### config.mk
export PLATFORM = sky130hd
export DESIGN_NAME = alu_sequencer
export DESIGN_NICKNAME = d
export VERILOG_FILES = /design/src/rtl/alu_sequencer.sv
export SDC_FILE = /design/constraint.sdc
export NUM_CORES = 1
export LEC_CHECK = 0
export BUFFER_PORTS_ARGS = -buffer_cell sky130_fd_sc_hd__buf_2
export CORE_UTILIZATION = 45
export DETAILED_ROUTE_END_ITERATION = 16
export GPL_ROUTABILITY_DRIVEN = 0
export PLACE_DENSITY = 0.67
export REMOVE_ABC_BUFFERS = 1
export SLEW_MARGIN = 20
export SYNTH_ARGS = -nofsm -noshare
export SYNTH_HDL_FRONTEND = slang
export SYNTH_SLANG_ARGS = --single-unit
### constraint.sdc
create_clock -name CLKb -period 4.7 [get_ports CLKb]
set_input_delay 0 -clock CLKb [delete_from_list [all_inputs] [get_ports CLKb]]
set_output_delay 0 -clock CLKb [all_outputs]
set_load 0.05 [all_outputs]
### src/rtl/alu_sequencer.sv
// Multi-cycle control sequencer: latches one instruction and steps the shared-bus ALU datapath.
// Latency from the accepting edge to the end of DONE: binary ALU 4, unary ALU 3, LDI/MOV/NOP 1.
// EXEC is accepted only in IDLE; requests and INSTR changes while BUSY are ignored.
module alu_sequencer #(
  parameter int NREG = 4,
  parameter int IW   = 10
) (
  input  logic            CLKb,
  input  logic            RST,
  input  logic [IW-1:0]   INSTR,
  input  logic            EXEC,
  output logic [NREG-1:0] Rin,
  output logic [NREG-1:0] Rout,
  output logic            ExtOut,
  output logic            Ain,
  output logic            Gin,
  output logic            Gout,
  output logic [3:0]      FN,
  output logic            ALUout,
  output logic            BUSY,
  output logic            DONE
);

  // Instruction field layout: opcode on top, then Rx, then Ry, low bits unused.
  localparam int RW     = (NREG > 1) ? $clog2(NREG) : 1;
  localparam int OP_LSB = IW - 4;
  localparam int RX_LSB = OP_LSB - RW;
  localparam int RY_LSB = RX_LSB - RW;

  localparam logic [3:0] OP_LDI = 4'b0000;
  localparam logic [3:0] OP_MOV = 4'b0001;

  typedef enum logic [2:0] {
    IDLE,
    RD_A,
    RD_B,
    EXE,
    WB
  } state_t;

  // Full set of registered control outputs, updated as one word.
  typedef struct packed {
    logic [NREG-1:0] rin;
    logic [NREG-1:0] rout;
    logic            ext;
    logic            ain;
    logic            gin;
    logic            gout;
    logic [3:0]      fn;
    logic            aluout;
    logic            busy;
    logic            done;
  } ctrl_t;

  state_t        state;
  state_t        state_nxt;
  logic [IW-1:0] ir;
  logic [IW-1:0] ir_nxt;
  ctrl_t         ctrl;
  ctrl_t         ctrl_nxt;

  // ALU opcodes occupy 0010..1011; 0100 (inv) and 0101 (flp) take only the B operand.
  function automatic logic is_alu(input logic [3:0] op);
    return (op >= 4'b0010) && (op <= 4'b1011);
  endfunction

  function automatic logic is_unary(input logic [3:0] op);
    return (op == 4'b0100) || (op == 4'b0101);
  endfunction

  function automatic logic [NREG-1:0] onehot(input logic [RW-1:0] idx);
    return NREG'(1) << idx;
  endfunction

  // Next-state and instruction-register capture; IR only loads on acceptance from IDLE.
  always_comb begin
    state_nxt = state;
    ir_nxt    = ir;
    case (state)
      IDLE: begin
        if (EXEC) begin
          ir_nxt = INSTR;
          if (is_alu(INSTR[IW-1 -: 4]) && !is_unary(INSTR[IW-1 -: 4])) begin
            state_nxt = RD_A;
          end else if (is_unary(INSTR[IW-1 -: 4])) begin
            state_nxt = RD_B;
          end else begin
            state_nxt = WB;
          end
        end
      end
      RD_A:    state_nxt = RD_B;
      RD_B:    state_nxt = EXE;
      EXE:     state_nxt = WB;
      WB:      state_nxt = IDLE;
      default: state_nxt = IDLE;
    endcase
  end

  // Decode the outputs of the state being entered so they appear registered with it.
  always_comb begin
    logic [3:0]    op;
    logic [RW-1:0] rx;
    logic [RW-1:0] ry;
    op       = ir_nxt[IW-1 -: 4];
    rx       = ir_nxt[RX_LSB +: RW];
    ry       = ir_nxt[RY_LSB +: RW];
    ctrl_nxt = '0;
    ctrl_nxt.busy = (state_nxt != IDLE);
    case (state_nxt)
      RD_A: begin
        ctrl_nxt.rout = onehot(rx);
        ctrl_nxt.ain  = 1'b1;
      end
      RD_B: begin
        ctrl_nxt.rout = onehot(ry);
        ctrl_nxt.gin  = 1'b1;
      end
      EXE: begin
        ctrl_nxt.gout = 1'b1;
        ctrl_nxt.fn   = op;
      end
      WB: begin
        ctrl_nxt.done = 1'b1;
        if (is_alu(op)) begin
          ctrl_nxt.aluout = 1'b1;
          ctrl_nxt.rin    = onehot(rx);
        end else if (op == OP_LDI) begin
          ctrl_nxt.ext = 1'b1;
          ctrl_nxt.rin = onehot(rx);
        end else if (op == OP_MOV) begin
          // Rx == Ry is legal: the register drives and captures its own value.
          ctrl_nxt.rout = onehot(ry);
          ctrl_nxt.rin  = onehot(rx);
        end
      end
      default: ctrl_nxt = '0;
    endcase
  end

  // Falling-edge state, IR and output registers; reset aborts any instruction at once.
  always_ff @(negedge CLKb or posedge RST) begin
    if (RST) begin
      state <= IDLE;
      ir    <= '0;
      ctrl  <= '0;
    end else begin
      state <= state_nxt;
      ir    <= ir_nxt;
      ctrl  <= ctrl_nxt;
    end
  end

  assign Rin    = ctrl.rin;
  assign Rout   = ctrl.rout;
  assign ExtOut = ctrl.ext;
  assign Ain    = ctrl.ain;
  assign Gin    = ctrl.gin;
  assign Gout   = ctrl.gout;
  assign FN     = ctrl.fn;
  assign ALUout = ctrl.aluout;
  assign BUSY   = ctrl.busy;
  assign DONE   = ctrl.done;

endmodule
==> results.ini, run 1 <==
[outcome]
run_status = finished clean

[grt]
grt_pass1_vias = 877
grt_pass1_wl_mm = 4.07
grt_start_max_net_pins = 31
grtUsageTotal_pct = 20.3
antenna_found_initial = 0
overflow = 0

[flow_run]
cap_violations = 0

[setup_path]
critPathMaxFanout = 11
cp.required_ns = 2.50
crit_path_end_kind = register
crit_type = in2reg
critPathArrivalTime_ns = 1.60
rrSetupSlack_ns = 2.45
rr_startpoint = state[2]
rr_worst_depth = 4
worstSetupStartpointType = primary input
rr_endpoint = Rout[3]

[finish]
syn_to_final_growth_pct = 18.4
fillerInstances = 227
stdcell_area_um2 = 1500
n_antenna_cell = 0
drive_above_1_share_pct = 33.3
fin_nets = 156
fin_util_pct = 58.4

[worst_hold_path]
worstHoldEndpoint = ir[7]
hold_class = reg2reg
holdPathStages = 2
hold_start = ir[7]

[timing]
slew_viol_final = 0
tightest_slew_ns = 0.596
slew_headroom_pct = 60.2
finalSetupTns_ns = 0
rsz0062_at_grt = false
clock_skew_ns = 0.00665
finalSetupViolations = 0
hold_violations = 0

[yosys]
syn_inst = 110
synth_warnings = 0
ys_types = 33
syn_area_um2 = 1270
syn_area_per_cell_um2 = 11.5
yosysSeqAreaShare_pct = 59.3
ys_ff_latch = 30

[route]
routedWlPerCell_um = 14.2
antenna_left = 0
wl_mm = 2.48
dr.pass1.iters = 4
vias = 958
drc = 0
vias_per_cell = 5.51
drtIter0Drc = 16

[floorplanning]
die_y_um = 55.0
dieArea_um2 = 3030
num_rows = 18
initial_core_util_pct = 49.3
core-area_um2 = 2570
die_w_um = 55.0
io_pins = 32

[clocking]
clk_path_buf_depth = 2
holdBufCountCts = 0
cts.sinks = 30
clk_pin_slew_ns = 0.06
clockRootBuffer = clkbuf_4
postCtsSetupBuffers = 0
post_cts_resized = 0
htreeDepth = 2
clk_latency_ns = 0.32
cts_buffers = 5
tritoncts = yes

[power_and_ir_drop]
total_leakage_power_nw = 0.775
ir_drop_mv = 0.440
power_density_nw_per_um2 = 712
switchingPower_w = 0.000489
switching_share_pct = 45.9
clkPwrFrac_pct = 14.7
seqPwrFrac_pct = 40.3
p_int_w = 0.000577
power_frac_comb_pct = 45.0

[place]
placed_area_um2 = 1440
io_buffer_count = 29
dp_hpwl_mm = 1.74

## cells in the final DEF (no fill, tap or decap), types with 2 or more instances in the layout
cell / n
mux2i_1: 2
nor2_1: 8
dfrtn_1: 30
and3_1: 4
o32ai_1: 2
o21ai_0: 3
buf_2: 29
a21oi_1: 5
nor3_1: 5
o41ai_1: 2
inv_1: 3
nor3b_1: 2
nand3b_1: 5
clkbuf_4: 5
and2_1: 4
nand2_1: 12
mux2_2: 2
and3b_2: 2
## final cells by class
type / instances / area (um^2) / share of cell area, %
Timing Repair Buffer: 30 / 153 / 10.2
Multi-Input combinational cell: 72 / 483 / 32.2
Clock inverter: 1 / 5.00 / 0.334
Sequential cell: 30 / 751 / 50.1
Tap cell: 30 / 37.5 / 2.50
Clock buffer: 7 / 55.1 / 3.67
Inverter: 4 / 15.0 / 1.00
## power groups by stage
stage / clock, W / sequential (W) / combinational [W]
3_5_place_dp: 0 / 0.000433 / 0.000481
3_3_place_gp: 0 / 0.000427 / 0.000477
6_report: 0.000157 / 0.000430 / 0.000480
2_1_floorplan: 0 / 0.000596 / 0.000194
4_1_cts: 0.000164 / 0.000428 / 0.000482
5_1_grt: 0.000178 / 0.000446 / 0.000520
## critical path: stages
cell and delay (ns):
buf_2 0.14, or4b_4 0.58, mux2_2 0.34, a21boi_0 0.38
o32ai_1 0.16
## layer usage
layer / global-route usage, % / vias up / part of all wire (%)
li1: - / 458 / -
met1: 25.9 / 469 / 48
met2: 28.5 / 26 / 44
met3: 9.02 / 5 / 5.8
met4: 11.3 / 0 / 2.5
met5: 0 / - / 0
## flip-flops by register name (all words and copies together), names as in the netlist
register  cells
ir            8
FN            4
Rin           4
Rout          4
state         3
ALUout        1
Ain           1
BUSY          1
DONE          1
ExtOut        1
Gin           1
Gout          1
## kinds of logic (layout without fill, tap and decap cells)
group,after synthesis,after routing,share of synthesized area [%]
flip-flops,30,30,59.3
buffers and inverters,8,42,3.06
AO/OA/AOI/OAI,21,21,12.3
AND/OR/NAND/NOR,46,46,20.8
multiplexers,5,5,4.55
## cells in the mapped netlist
cell type / n / area (um^2)
dfrtn_1: 30 / 751
nand2_1: 12 / 45.0
nor2_1: 8 / 30.0
a21oi_1: 5 / 25.0
nand3b_1: 5 / 37.5
nor3_1: 5 / 25.0
and2_1: 4 / 25.0
and3_1: 4 / 25.0
inv_1: 4 / 15.0
o21ai_0: 3 / 15.0
and3b_2: 2 / 20.0
clkbuf_1: 2 / 7.51
mux2_2: 2 / 22.5
mux2i_1: 2 / 20.0
nor3b_1: 2 / 15.0
o32ai_1: 2 / 17.5
o41ai_1: 2 / 17.5
a211oi_2: 1 / 12.5
a21bo_2: 1 / 10.0
a21boi_0: 1 / 7.51
a221o_1: 1 / 10.0
a31oi_1: 1 / 6.26
a32o_1: 1 / 10.0
and4bb_2: 1 / 12.5
buf_2: 1 / 5.00
buf_6: 1 / 11.3
mux2_4: 1 / 15.0
nor4b_1: 1 / 8.76
o21a_1: 1 / 7.51
o21bai_1: 1 / 7.51
o31a_1: 1 / 8.76
or3_1: 1 / 6.26
or4b_4: 1 / 13.8
## stage by stage
stage	setup slack, ns	cells	hold WS, ns	total power [W]
3_3_place_gp	0.606	166	0.443	0.000904
2_1_floorplan	0.277	106	0.422	0.000790
3_5_place_dp	0.574	166	0.442	0.000914
4_1_cts	0.926	174	0.444	0.00107
5_1_grt	0.823	174	0.468	0.00114
6_report	0.899	174	0.440	0.00107
## how the worst max path moves through the flow
stage                     from       to  slack, ns  cells past startpoint
after floorplan           EXEC   ALUout       0.28                      4
after global placement    EXEC  Rout[0]       0.61                      5
after detailed placement  EXEC  Rout[0]       0.57                      5
after CTS                 EXEC  Rout[0]       0.93                      5
after global routing      EXEC  Rout[3]       0.82                      5
final                     EXEC  Rout[3]       0.90                      5
Power figures use the tool's default switching activity.
==> run 2, diff against run 1 <==
- PLACE_DENSITY: 0.67 -> 0.7
- clock period: 4.7 -> 3.35 ns (I/O delays scaled with it)
==> run 2 against run 1 <==
- global-route usage down 0.66 points
- sequential share of layout area down 1.3 points
- register-to-register slack worse by 1.3 ns
- largest power group unchanged
==> results.ini, run 2 (synthesis results as in run 1) <==
[setup_path]
rrSetupSlack_ns = 1.16  ; was 2.45 ns
cp.required_ns = 1.96  ; was 2.50 ns
worst-path-buf-inv = 3  ; was 1
rr_startpoint = state[2]  ; unchanged
path_cells = buf_2, nor4b_2, buf_4, mux2i_1, inv_1, o41ai_1  ; was buf_2, or4b_4, mux2_2, a21boi_0, o32ai_1
critPathArrivalTime_ns = 1.64  ; was 1.60 ns
rr_endpoint = Rout[2]  ; was Rout[3]
crit_type = in2reg  ; unchanged
crit_family = buffers and inverters  ; was simple AND/OR/NAND/NOR gates
max_stage_delay_ns = 0.44  ; was 0.58 ns
critPathCapture = Rout[2]  ; was Rout[3]
cpMaxStageDelayCell = nor4b_2  ; was or4b_4
startpoint = EXEC  ; unchanged
crit_path_end_kind = register  ; unchanged
path_depth = 6  ; was 5
rr_worst_depth = 5  ; was 4
critPathMaxFanout = 8  ; was 11
worstSetupStartpointType = primary input  ; unchanged

[grt]
grtUsageTotal_pct = 19.7  ; was 20.3%
grt_start_max_net_pins = 31  ; unchanged
overflow = 0  ; unchanged
antenna_found_initial = 0  ; unchanged
grt_pass1_vias = 876  ; was 877
grt_pass1_wl_mm = 4.04  ; was 4.07 mm

[route]
vias_per_cell = 5.49  ; was 5.51
drtIter0Drc = 29  ; was 16
wl_mm = 2.59  ; was 2.48 mm
vias = 971  ; was 958
drc = 0  ; unchanged
antenna_left = 0  ; unchanged
dr.pass1.iters = 4  ; unchanged
routedWlPerCell_um = 14.6  ; was 14.2 um

[finish]
stdcell_area_um2 = 1540  ; was 1500 um^2
final_cells = 177  ; was 174
fin_nets = 159  ; was 156
n_antenna_cell = 0  ; unchanged
final_common_cell = dfrtn_1  ; unchanged
regMostFlops = ir  ; unchanged
final_cell_mix = 30 x dfrtn_1, 29 x buf_2, 12 x nand2_1, 8 x nor2_1  ; unchanged
syn_to_final_growth_pct = 21.6  ; was 18.4%
drive_above_1_share_pct = 34.7  ; was 33.3%
largest_reg_flops = 8  ; unchanged
fillerInstances = 217  ; was 227

[place]
preCtsSetupSlack_ns = 0.0279  ; was 0.574 ns
dp.cells = 169  ; was 166
io_buffer_count = 29  ; unchanged
dp_hpwl_mm = 1.80  ; was 1.74 mm
placed_area_um2 = 1460  ; was 1440 um^2

[outcome]
run_status = finished clean  ; unchanged

[timing]
tightest_slew_ns = 0.497  ; was 0.596 ns
finalSetupViolations = 0  ; unchanged
rsz0062_at_grt = false  ; unchanged
finalWorstSetupSlack_ns = 0.313  ; was 0.899 ns
hold_violations = 0  ; unchanged
slew_headroom_pct = 66.8  ; was 60.2%
clock_skew_ns = 0.00427  ; was 0.00665 ns
finalSetupTns_ns = 0  ; unchanged
slew_viol_final = 0  ; unchanged

[power_and_ir_drop]
finalPower_w = 0.00157  ; was 0.00107 W
total_leakage_power_nw = 0.798  ; was 0.775 nW
power_density_nw_per_um2 = 1020  ; was 712 nW/um^2
ir_drop_mv = 0.667  ; was 0.440 mV

[floorplanning]
die_y_um = 55.0  ; unchanged
core-area_um2 = 2570  ; unchanged
die_w_um = 55.0  ; unchanged
initial_core_util_pct = 49.3  ; unchanged
num_rows = 18  ; unchanged
dieArea_um2 = 3030  ; unchanged
io_pins = 32  ; unchanged

[clocking]
htreeDepth = 2  ; unchanged
clockRootBuffer = clkbuf_4  ; unchanged
tritoncts = yes  ; unchanged
cts_buffers = 5  ; unchanged
clk_pin_slew_ns = 0.06  ; about the same
holdBufCountCts = 0  ; unchanged
postCtsSetupBuffers = 0  ; unchanged
cts.sinks = 30  ; unchanged
clk_path_buf_depth = 2  ; unchanged
post_cts_resized = 0  ; unchanged
clk_latency_ns = 0.32  ; about the same

[flow_run]
cap_violations = 0  ; unchanged

[worst_hold_path]
hold_class = reg2reg  ; unchanged

run 2: changes by cell type in the layout (fill, tap and decap cells not counted):
cell      before  now
buf_4          1    4
clkbuf_8       1    3
clkbuf_1       1    0
clkinv_2       1    0
inv_1          3    4
inv_2          1    0
run 2: per-layer routing:
metal  routed length, um  global-route usage [%]  part of all wire (%)  vias to the layer above
met5                   0                       0                     0                        -
met4                  29                    8.75                   1.1                        0
met3                 115                    6.01                   4.4                        4
met2                1180                    28.1                    45                       29
met1                1260                    27.1                    49                      470
li1                    -                       -                     -                      468
run 2: final cells by class:
class / instances / area [um^2] / area share [%]
inverters: 4 / 15.0 / 0.975
repair buffers: 33 / 175 / 11.4
multi-input cells: 72 / 483 / 31.4
flip-flops and latches: 30 / 751 / 48.7
well taps: 30 / 37.5 / 2.44
clock buffers: 8 / 78.8 / 5.12
run 2: power by group:
part	internal, W	total (W)	switching, W	leakage, nW
combinational	0.000216	0.000696	0.000480	0.365
clock	0.000143	0.000265	0.000122	0.0446
sequential	0.000506	0.000605	0.0000987	0.389
run 2: worst register-to-register path, stage by stage (launching register included):
cell	delay, ns
dfrtn_1	0.52
nor4b_2	0.57
buf_4	0.26
mux2i_1	0.28
inv_1	0.11
o41ai_1	0.41
run 2: worst min-delay path by stage:
stage	from	end	cells after the start
finish	ir[7]	ir[7]	2
global route	ir[7]	ir[7]	2
CTS	ir[7]	ir[7]	2
detailed placement	ir[7]	ir[7]	2
global placement	ir[7]	ir[7]	2
floorplan	ir[7]	ir[7]	2
run 2: stage by stage:
step	utilization [%]	hold slack, ns
final	60.0	0.472
after global routing	60.0	0.475
after CTS	60.0	0.471
after detailed placement	56.9	0.470
after global placement	56.9	0.445
after floorplan	-	0.422
==> run 3, diff against run 2 <==
- CORE_MARGIN: not set -> 2
==> run 3 against run 2 <==
- sequential share of layout area rose by 0.32 points
- critical path type unchanged
- critical endpoint unchanged
- wire length grew 0.12%
- clock power decreased by 28%
- die area up 7.4%
==> results.ini, run 3 (synthesis results as in run 1) <==
[place]
placed_area_um2 = 1490  ; was 1460 um^2
io_buffer_count = 29  ; unchanged
preCtsSetupSlack_ns = 0.0899  ; was 0.0279 ns
dp_hpwl_mm = 1.87  ; was 1.80 mm
dp.cells = 173  ; was 169

[power_and_ir_drop]
finalPower_w = 0.00149  ; was 0.00157 W
total_leakage_power_nw = 0.794  ; was 0.798 nW
ir_drop_mv = 0.534  ; was 0.667 mV
power_density_nw_per_um2 = 976  ; was 1020 nW/um^2

[timing]
finalSetupTns_ns = 0  ; unchanged
slew_headroom_pct = 70.5  ; was 66.8%
tightest_slew_ns = 0.443  ; was 0.497 ns
slew_viol_final = 0  ; unchanged
hold_violations = 0  ; unchanged
finalSetupViolations = 0  ; unchanged
finalWorstSetupSlack_ns = 0.431  ; was 0.313 ns
rsz0062_at_grt = false  ; unchanged
clock_skew_ns = 0.00335  ; was 0.00427 ns

[grt]
grtUsageMet2_pct = 26.4  ; was 28.1%
grtUsageTotal_pct = 17.8  ; was 19.7%
overflow = 0  ; unchanged
grt_start_max_net_pins = 31  ; unchanged
grt_pass1_wl_mm = 4.40  ; was 4.04 mm
gr-max-usage-layer = met2  ; unchanged
global_route.usage.met1_pct = 23.3  ; was 27.1%
antenna_found_initial = 0  ; unchanged
groute.layer.met3.usage_pct = 6.12  ; was 6.01%
grt_pass1_vias = 964  ; was 876

[clocking]
clk_latency_ns = 0.31  ; was 0.32 ns
clk_pin_slew_ns = 0.06  ; about the same
htreeDepth = 2  ; unchanged
tritoncts = yes  ; unchanged
cts_buffers = 5  ; unchanged
postCtsSetupBuffers = 0  ; unchanged
holdBufCountCts = 0  ; unchanged
clockRootBuffer = clkbuf_4  ; unchanged
cts.sinks = 30  ; unchanged
post_cts_resized = 0  ; unchanged
clk_path_buf_depth = 2  ; unchanged

[floorplanning]
core-area_um2 = 2710  ; was 2570 um^2
die_y_um = 57.0  ; was 55.0 um
die_w_um = 57.0  ; was 55.0 um
num_rows = 19  ; was 18
dieArea_um2 = 3250  ; was 3030 um^2
io_pins = 32  ; unchanged
initial_core_util_pct = 46.7  ; was 49.3%

[setup_path]
crit_type = in2reg  ; unchanged
rr_startpoint = state[2]  ; unchanged
critPathMaxFanout = 7  ; was 8
worstSetupStartpointType = primary input  ; unchanged
critPathArrivalTime_ns = 1.54  ; was 1.64 ns
rr_endpoint = ALUout  ; was Rout[2]
cp.required_ns = 1.97  ; was 1.96 ns
rr_worst_depth = 4  ; was 5
rrSetupSlack_ns = 1.23  ; was 1.16 ns
crit_path_end_kind = register  ; unchanged

[finish]
stdcell_area_um2 = 1530  ; was 1540 um^2
n_antenna_cell = 0  ; unchanged
fillerInstances = 250  ; was 217
drive_above_1_share_pct = 34.2  ; was 34.7%
fin_nets = 162  ; was 159
syn_to_final_growth_pct = 20.9  ; was 21.6%
final_cells = 180  ; was 177
regArea_um2 = 751  ; unchanged
final_cell_mix = 30 x dfrtn_1, 29 x buf_2, 12 x nand2_1, 8 x nor2_1, 7 x buf_4  ; was 30 x dfrtn_1, 29 x buf_2, 12 x nand2_1, 8 x nor2_1
final_common_cell = dfrtn_1  ; unchanged
multiInputGateArea_um2 = 483  ; unchanged
regMostFlops = ir  ; unchanged
largest_reg_flops = 8  ; unchanged

[worst_hold_path]
hold_class = reg2reg  ; unchanged
holdPathStages = 2  ; unchanged
hold_start = ir[7]  ; unchanged
worstHoldEndpoint = ir[7]  ; unchanged

[route]
routedWlPerCell_um = 14.4  ; was 14.6 um
drc = 0  ; unchanged
vias = 977  ; was 971
vias_per_cell = 5.43  ; was 5.49
wl_mm = 2.59  ; about the same
dr.pass1.iters = 4  ; unchanged
drtIter0Drc = 13  ; was 29
antenna_left = 0  ; unchanged

[flow_run]
cap_violations = 0  ; unchanged

[outcome]
run_status = finished clean  ; unchanged

-- run 3: changes by cell type in the layout (fill, tap and decap cells not counted) --
| cell | delta |
|---|---|
| clkbuf_8 | -3 |
| clkbuf_1 | +2 |
| buf_4 | +3 |
-- run 3: where the power goes --
group          internal (W)  switching, W
clock             0.0000790      0.000113
combinational      0.000224      0.000476
sequential         0.000506     0.0000961
-- run 3: worst max path at each step --
| stage | startpoint | end | slack (ns) |
|---|---|---|---|
| detailed placement | EXEC | Rout[2] | 0.09 |
| finish | EXEC | Rout[2] | 0.43 |
| global route | EXEC | Rout[2] | 0.32 |
| global placement | EXEC | ALUout | 0.11 |
| CTS | EXEC | Rout[2] | 0.43 |
| floorplan | EXEC | ALUout | -0.40 |
-- run 3: metrics by stage --
step,utilization [%],hold slack [ns]
floorplan,-,0.422
global placement,54.8,0.450
detailed placement,54.8,0.457
CTS,56.5,0.459
global route,56.5,0.492
finish,56.5,0.471
-- run 3: layout make-up --
cell class | instances | area share (%)
sequential | 30 | 49.1
multi-input combinational | 72 | 31.6
timing repair buffer | 36 | 12.9
clock buffer | 7 | 2.94
tap | 31 | 2.53
inverter | 4 | 0.981
-- run 3: routing by layer --
metal	vias to the layer above	routed length (um)
met1	469	1150
met4	0	42
met5	-	0
met3	4	158
li1	475	-
met2	29	1240
-- run 3: worst max-delay path, cell delays in order --
cell and delay, ns:
buf_2 0.09, buf_4 0.13, nor4b_2 0.29, buf_4 0.22, mux2i_1 0.30, inv_1 0.12, o41ai_1 0.39
